--- config.mk ---
export PLATFORM = sky130hd
export DESIGN_NAME = bht_port_arbiter
export DESIGN_NICKNAME = d
export VERILOG_FILES = /design/src/rtl/bht_port_arbiter.sv
export SDC_FILE = /design/constraint.sdc
export NUM_CORES = 1
export LEC_CHECK = 0
export BUFFER_PORTS_ARGS = -buffer_cell sky130_fd_sc_hd__buf_2
export CAP_MARGIN = 20
export CORE_MARGIN = 2
export CORE_UTILIZATION = 50
export DETAILED_ROUTE_END_ITERATION = 6
export GPL_TIMING_DRIVEN = 1
export PLACE_DENSITY = 0.68
export SYNTH_ARGS = -nofsm -noshare
export SYNTH_HDL_FRONTEND = slang
export SYNTH_SLANG_ARGS = --single-unit
--- constraint.sdc ---
create_clock -name clk -period 3.6 [get_ports clk]
set_clock_uncertainty 0.1 [all_clocks]
set_input_delay 0.18 -clock clk [delete_from_list [all_inputs] [get_ports clk]]
set_output_delay 0.18 -clock clk [all_outputs]
set_load 0.02 [all_outputs]
--- src/rtl/bht_port_arbiter.sv ---
// Single-port BHT scheduler: arbitrates IF lookups against ROB outcome feedback,
// buffering feedback in a small FIFO drained by 2-bit saturating-counter RMW.
module bht_port_arbiter #(
    parameter int unsigned IDX_W      = 8,
    parameter int unsigned DEPTH      = 4,
    parameter int unsigned STARVE_MAX = 8
) (
    input  logic                       clk,
    input  logic                       rst,
    input  logic                       rdy,
    input  logic                       lookup_valid,
    input  logic [IDX_W-1:0]           lookup_idx,
    output logic                       lookup_ready,
    output logic                       resp_valid,
    output logic                       resp_taken,
    input  logic                       upd_valid,
    input  logic [IDX_W-1:0]           upd_idx,
    input  logic                       upd_taken,
    output logic                       upd_ready,
    input  logic                       jump_wrong,
    output logic [$clog2(DEPTH+1)-1:0] upd_pending
);

    localparam int unsigned ENTRIES = 2 ** IDX_W;
    localparam int unsigned PTR_W   = $clog2(DEPTH);
    localparam int unsigned CNT_W   = $clog2(DEPTH + 1);
    localparam int unsigned ST_W    = $clog2(STARVE_MAX + 1);

    logic [1:0]       bht_q [ENTRIES];
    logic [1:0]       bht_d [ENTRIES];
    logic [IDX_W-1:0] fifo_idx_q [DEPTH];
    logic [IDX_W-1:0] fifo_idx_d [DEPTH];
    logic [DEPTH-1:0] fifo_tk_q, fifo_tk_d;
    logic [PTR_W-1:0] wr_ptr_q, wr_ptr_d, rd_ptr_q, rd_ptr_d;
    logic [CNT_W-1:0] cnt_q, cnt_d;
    logic [ST_W-1:0]  starve_q, starve_d;
    logic             resp_valid_q, resp_valid_d;
    logic             resp_taken_q, resp_taken_d;

    logic             full, nonempty, starved;
    logic             grant, drain, push;
    logic [IDX_W-1:0] head_idx;
    logic             head_taken;
    logic [1:0]       head_cnt, head_cnt_new;

    assign full       = (cnt_q == DEPTH[CNT_W-1:0]);
    assign nonempty   = (cnt_q != '0);
    assign starved    = (starve_q == STARVE_MAX[ST_W-1:0]);
    assign head_idx   = fifo_idx_q[rd_ptr_q];
    assign head_taken = fifo_tk_q[rd_ptr_q];
    assign head_cnt   = bht_q[head_idx];

    always_comb begin
        if (head_taken) begin
            head_cnt_new = (head_cnt == 2'b11) ? 2'b11 : head_cnt + 2'b01;
        end else begin
            head_cnt_new = (head_cnt == 2'b00) ? 2'b00 : head_cnt - 2'b01;
        end
    end

    // Single array port: a cycle grants either the lookup or the head drain, never both.
    always_comb begin
        grant = 1'b0;
        drain = 1'b0;
        if (rdy) begin
            if (jump_wrong) begin
                drain = nonempty;
            end else if (full || starved) begin
                drain = nonempty;
            end else if (lookup_valid) begin
                grant = 1'b1;
            end else begin
                drain = nonempty;
            end
        end
    end

    assign push         = rdy && upd_valid && !full;
    assign lookup_ready = grant;
    assign upd_ready    = rdy && !full;
    assign upd_pending  = cnt_q;
    assign resp_valid   = resp_valid_q;
    assign resp_taken   = resp_taken_q;

    always_comb begin
        bht_d        = bht_q;
        fifo_idx_d   = fifo_idx_q;
        fifo_tk_d    = fifo_tk_q;
        wr_ptr_d     = wr_ptr_q;
        rd_ptr_d     = rd_ptr_q;
        cnt_d        = cnt_q;
        starve_d     = starve_q;
        resp_valid_d = resp_valid_q;
        resp_taken_d = resp_taken_q;

        if (push) begin
            fifo_idx_d[wr_ptr_q] = upd_idx;
            fifo_tk_d[wr_ptr_q]  = upd_taken;
            wr_ptr_d             = wr_ptr_q + PTR_W'(1);
        end
        if (drain) begin
            bht_d[head_idx] = head_cnt_new;
            rd_ptr_d        = rd_ptr_q + PTR_W'(1);
        end
        unique case ({push, drain})
            2'b10:   cnt_d = cnt_q + CNT_W'(1);
            2'b01:   cnt_d = cnt_q - CNT_W'(1);
            default: cnt_d = cnt_q;
        endcase

        if (rdy) begin
            if (drain || !nonempty) begin
                starve_d = '0;
            end else if (grant) begin
                starve_d = starve_q + ST_W'(1);
            end
            resp_valid_d = grant;
            if (grant) begin
                resp_taken_d = bht_q[lookup_idx][1];
            end
        end
    end

    always_ff @(posedge clk or negedge rst) begin
        if (!rst) begin
            for (int i = 0; i < ENTRIES; i++) begin
                bht_q[i] <= 2'b01;
            end
            for (int i = 0; i < DEPTH; i++) begin
                fifo_idx_q[i] <= '0;
            end
            fifo_tk_q    <= '0;
            wr_ptr_q     <= '0;
            rd_ptr_q     <= '0;
            cnt_q        <= '0;
            starve_q     <= '0;
            resp_valid_q <= 1'b0;
            resp_taken_q <= 1'b0;
        end else begin
            bht_q        <= bht_d;
            fifo_idx_q   <= fifo_idx_d;
            fifo_tk_q    <= fifo_tk_d;
            wr_ptr_q     <= wr_ptr_d;
            rd_ptr_q     <= rd_ptr_d;
            cnt_q        <= cnt_d;
            starve_q     <= starve_d;
            resp_valid_q <= resp_valid_d;
            resp_taken_q <= resp_taken_d;
        end
    end

endmodule

==> flow_summary.json <==
{
  "critPathRequiredTime_ns": 4.07,
  "grt_start_max_net_pins": 103,
  "initial_core_util_pct": 50.5,
  "end_kind": "flop",
  "drt_iter0_drc": 2359,
  "synth_area_leaders": "dfrtp_1 26%, dfstp_2 23%, nand2_1 12%, mux4_2 11%, o21ai_1 6.6%",
  "violations": "setup timing",
  "cp_slowest_stage_delay_ns": 0.57,
  "post-place-ws_ns": -0.930,
  "wirelength_mm": 95.9,
  "status": "finished with violations",
  "cts_buffers": 60,
  "crit_buf_inv": 6,
  "fp.dieW_um": 245,
  "grt_pass1_wl_mm": 147,
  "whs_path_depth": 7,
  "yosys.area.top_type": "dfrtp_1",
  "rsz0062_at_grt": "true",
  "port-buffer-count": 29,
  "drt-pass1-iter-count": 5,
  "synth_ff_type": "dfrtp_1",
  "clk_latency_ns": 0.64,
  "postRouteAntennaNets": 0,
  "setup_viol": 513,
  "die_area_um2": 60100,
  "die_y_um": 245,
  "syn_area_um2": 29100,
  "crit_family": "compound AO/OA/AOI/OAI gates",
  "synth_fp_nets": 2860,
  "core_area_um2": 57600,
  "crit_path_start_kind": "flop",
  "drive_gt1_share_pct": 33.2,
  "vias": 23900,
  "final_cell_mix": "908 x nand2_1, 368 x o21ai_1, 304 x dfrtp_1",
  "syn_to_final_growth_pct": 19.7,
  "syn_avg_cell_area_um2": 10.3,
  "fmax_ghz": 0.237,
  "final_common_cell": "nand2_1",
  "clock-root-buffer": "clkbuf_16",
  "setup_slack_ns": -0.619,
  "crit_type": "flop to flop",
  "fin_crit_ns": 4.22,
  "grt-ovfl-total": 0,
  "tightestPinTransition_ns": 0.851,
  "syn-instance-count": 2829,
  "hold_viol": 0,
  "relSlewSlack_pct": 43.3,
  "hold_class": "input port to flop",
  "clkSinkCount": 561,
  "rr_worst_depth": 15,
  "pin_count": 30,
  "antenna_found_initial": 0,
  "synth-seq-cells": 561,
  "synth_cell_types": 59,
  "fin_nets": 3081,
  "routedWlPerCell_um": 24.8,
  "grt_pass1_vias": 23900,
  "arrival_ns": 4.69,
  "drc": 0,
  "clock_path_buffers": 3,
  "ys_async_sr_fraction_pct": 100,
  "crit_chain": "buf_4 -> buf_4 -> mux4_2 -> or2_1 -> buf_4 -> a311o_1 -> a22oi_1 -> nor2_1 -> a2111oi_4 -> nor4b_4 -> buf_4 -> o21ai_4 -> buf_12 -> buf_16 -> o21ai_1",
  "grtUsageTotal_pct": 32.5,
  "synth_edf_count": 0,
  "wl_met3_mm": 10.3,
  "critical_path.max_fanout": 40,
  "ys_seq_area_share_pct": 49.4,
  "htree_levels": 2,
  "wl_met1_mm": 37.1,
  "dpl_cell_area_um2": 31700,
  "final_cell_area_um2": 34800,
  "num_rows": 88,
  "met2_length_mm": 43.2,
  "place_congestion": 0.928,
  "path_clk_slew_ns": 0.06,
  "via_per_inst": 6.17,
  "post-route-period-util_pct": 117,
  "highest_layer": "met4",
  "cp_common_cell": "buf_4",
  "drv_cap": 0,
  "drv_slew": 0,
  "cts_tree": "yes",
  "finalCoreUtilization_pct": 60.4,
  "slowest_stage": "mux4_2",
  "hpwl_mm": 63.4,
  "yosys.area.top_type_share_pct": 26.3,
  "cp.depth": 15,
  "yosysWarnings": 0
}
-- cells in the mapped netlist, types with 2 or more instances --
cell        n
clkbuf_1   65
ha_1        7
inv_1      14
buf_2      38
o22ai_1     4
a311o_1     6
xnor2_1     4
o32ai_1     4
o21ai_1   381
and2_1      3
dfstp_2   256
nand2_1   909
nor4_1     11
and3_1      4
o211ai_1    5
a31oi_1    15
mux2_2     45
a22oi_1    14
xor2_1      2
o21ai_0    49
a221oi_1    2
a21oi_1    15
a311oi_1    9
nor3_1     14
nor2b_1    20
a211oi_1   22
nand3_1    28
buf_4      25
mux2i_1   136
buf_1      12
buf_6      38
o21ai_2   101
nor2_1     77
nand2b_1    7
nand4_1     7
a32oi_1     5
dfrtp_1   305
o31a_1      2
mux4_2    147
a32o_1      2
-- per-stage QoR --
stage          instances  TNS, ns  hold slack, ns
3_5_place_dp        3713  -426.16           0.205
5_1_grt             3865  -312.09           0.172
6_report            3867  -279.41          0.0678
2_1_floorplan       2829        0          -0.216
4_1_cts             3864  -222.57          0.0474
3_3_place_gp        3713  -405.60           0.190
-- path summary, 6_finish.rpt --
kind                                   start        endpoint  slack, ns
worst max-delay path             rd_ptr_q[0]       bht_q[98]      -0.62
worst min-delay path            lookup_valid     starve_q[2]       0.07
worst max register to register   rd_ptr_q[0]       bht_q[98]      -0.62
worst min register to register     bht_q[22]       bht_q[22]       0.36
max in group asynchronous                rst       bht_q[64]       2.11
min in group asynchronous                rst  fifo_idx_q[29]       0.10
-- final cells by class --
class                      count  area (µm²)
antenna                        2        5.00
clock buffer                  94        1810
clock inverter                18         201
fill                        4583       22800
inverter                      14        52.6
multi-input combinational   2076       13800
sequential                   561       14400
tap                          765         957
timing repair buffer         337        3560
-- kinds of logic after synthesis --
kind of cell / synth area share [%]
xor gates and xnor gates: 0.181
AOI/OAI and AO/OA: 13.4
muxes: 17.8
buffers and inverters: 3.95
DFF: 49.4
and+or+nand+nor: 14.9
adders and majority gates: 0.370
-- state kept, by name, indices dropped and copies added (netlist names) --
register / flops
rd_ptr_q: 2
starve_q: 4
fifo_idx_q: 32
resp_taken: 1
resp_valid: 1
fifo_tk_q: 4
bht_q: 512
wr_ptr_q: 2
upd_pending: 3
-- metal layers --
layer | vias up | GRT usage, %
li1 | 10500 | -
met1 | 11900 | 42.9
met2 | 1187 | 49.3
met3 | 304 | 8.65
met4 | 0 | 17.1
met5 | - | 0
-- worst register-to-register path, stage by stage (launching register included) --
cell and delay, ns:
dfrtp_2 0.43, buf_4 0.14, buf_4 0.13, mux4_2 0.57
or2_1 0.43, buf_4 0.23, a311o_1 0.33, a22oi_1 0.18
nor2_1 0.13, a2111oi_4 0.34, nor4b_4 0.31, buf_4 0.17
o21ai_4 0.08, buf_12 0.19, buf_16 0.19, o21ai_1 0.21
-- timing repair --
| item | in CTS | in global routing |
|---|---|---|
| endpoints found under the setup margin | 512 | 513 |
| cloned | 12 | 0 |
| setup buffers | 11 | 1 |
| pin swaps | 41 | 10 |
| hold buffers | 16 | 0 |
| endpoints found under the hold margin | 137 | 0 |
| resized for setup | 102 | 41 |
Power is not shown: default switching activity piles up to over one toggle a cycle in this logic, so the estimate is an artifact.
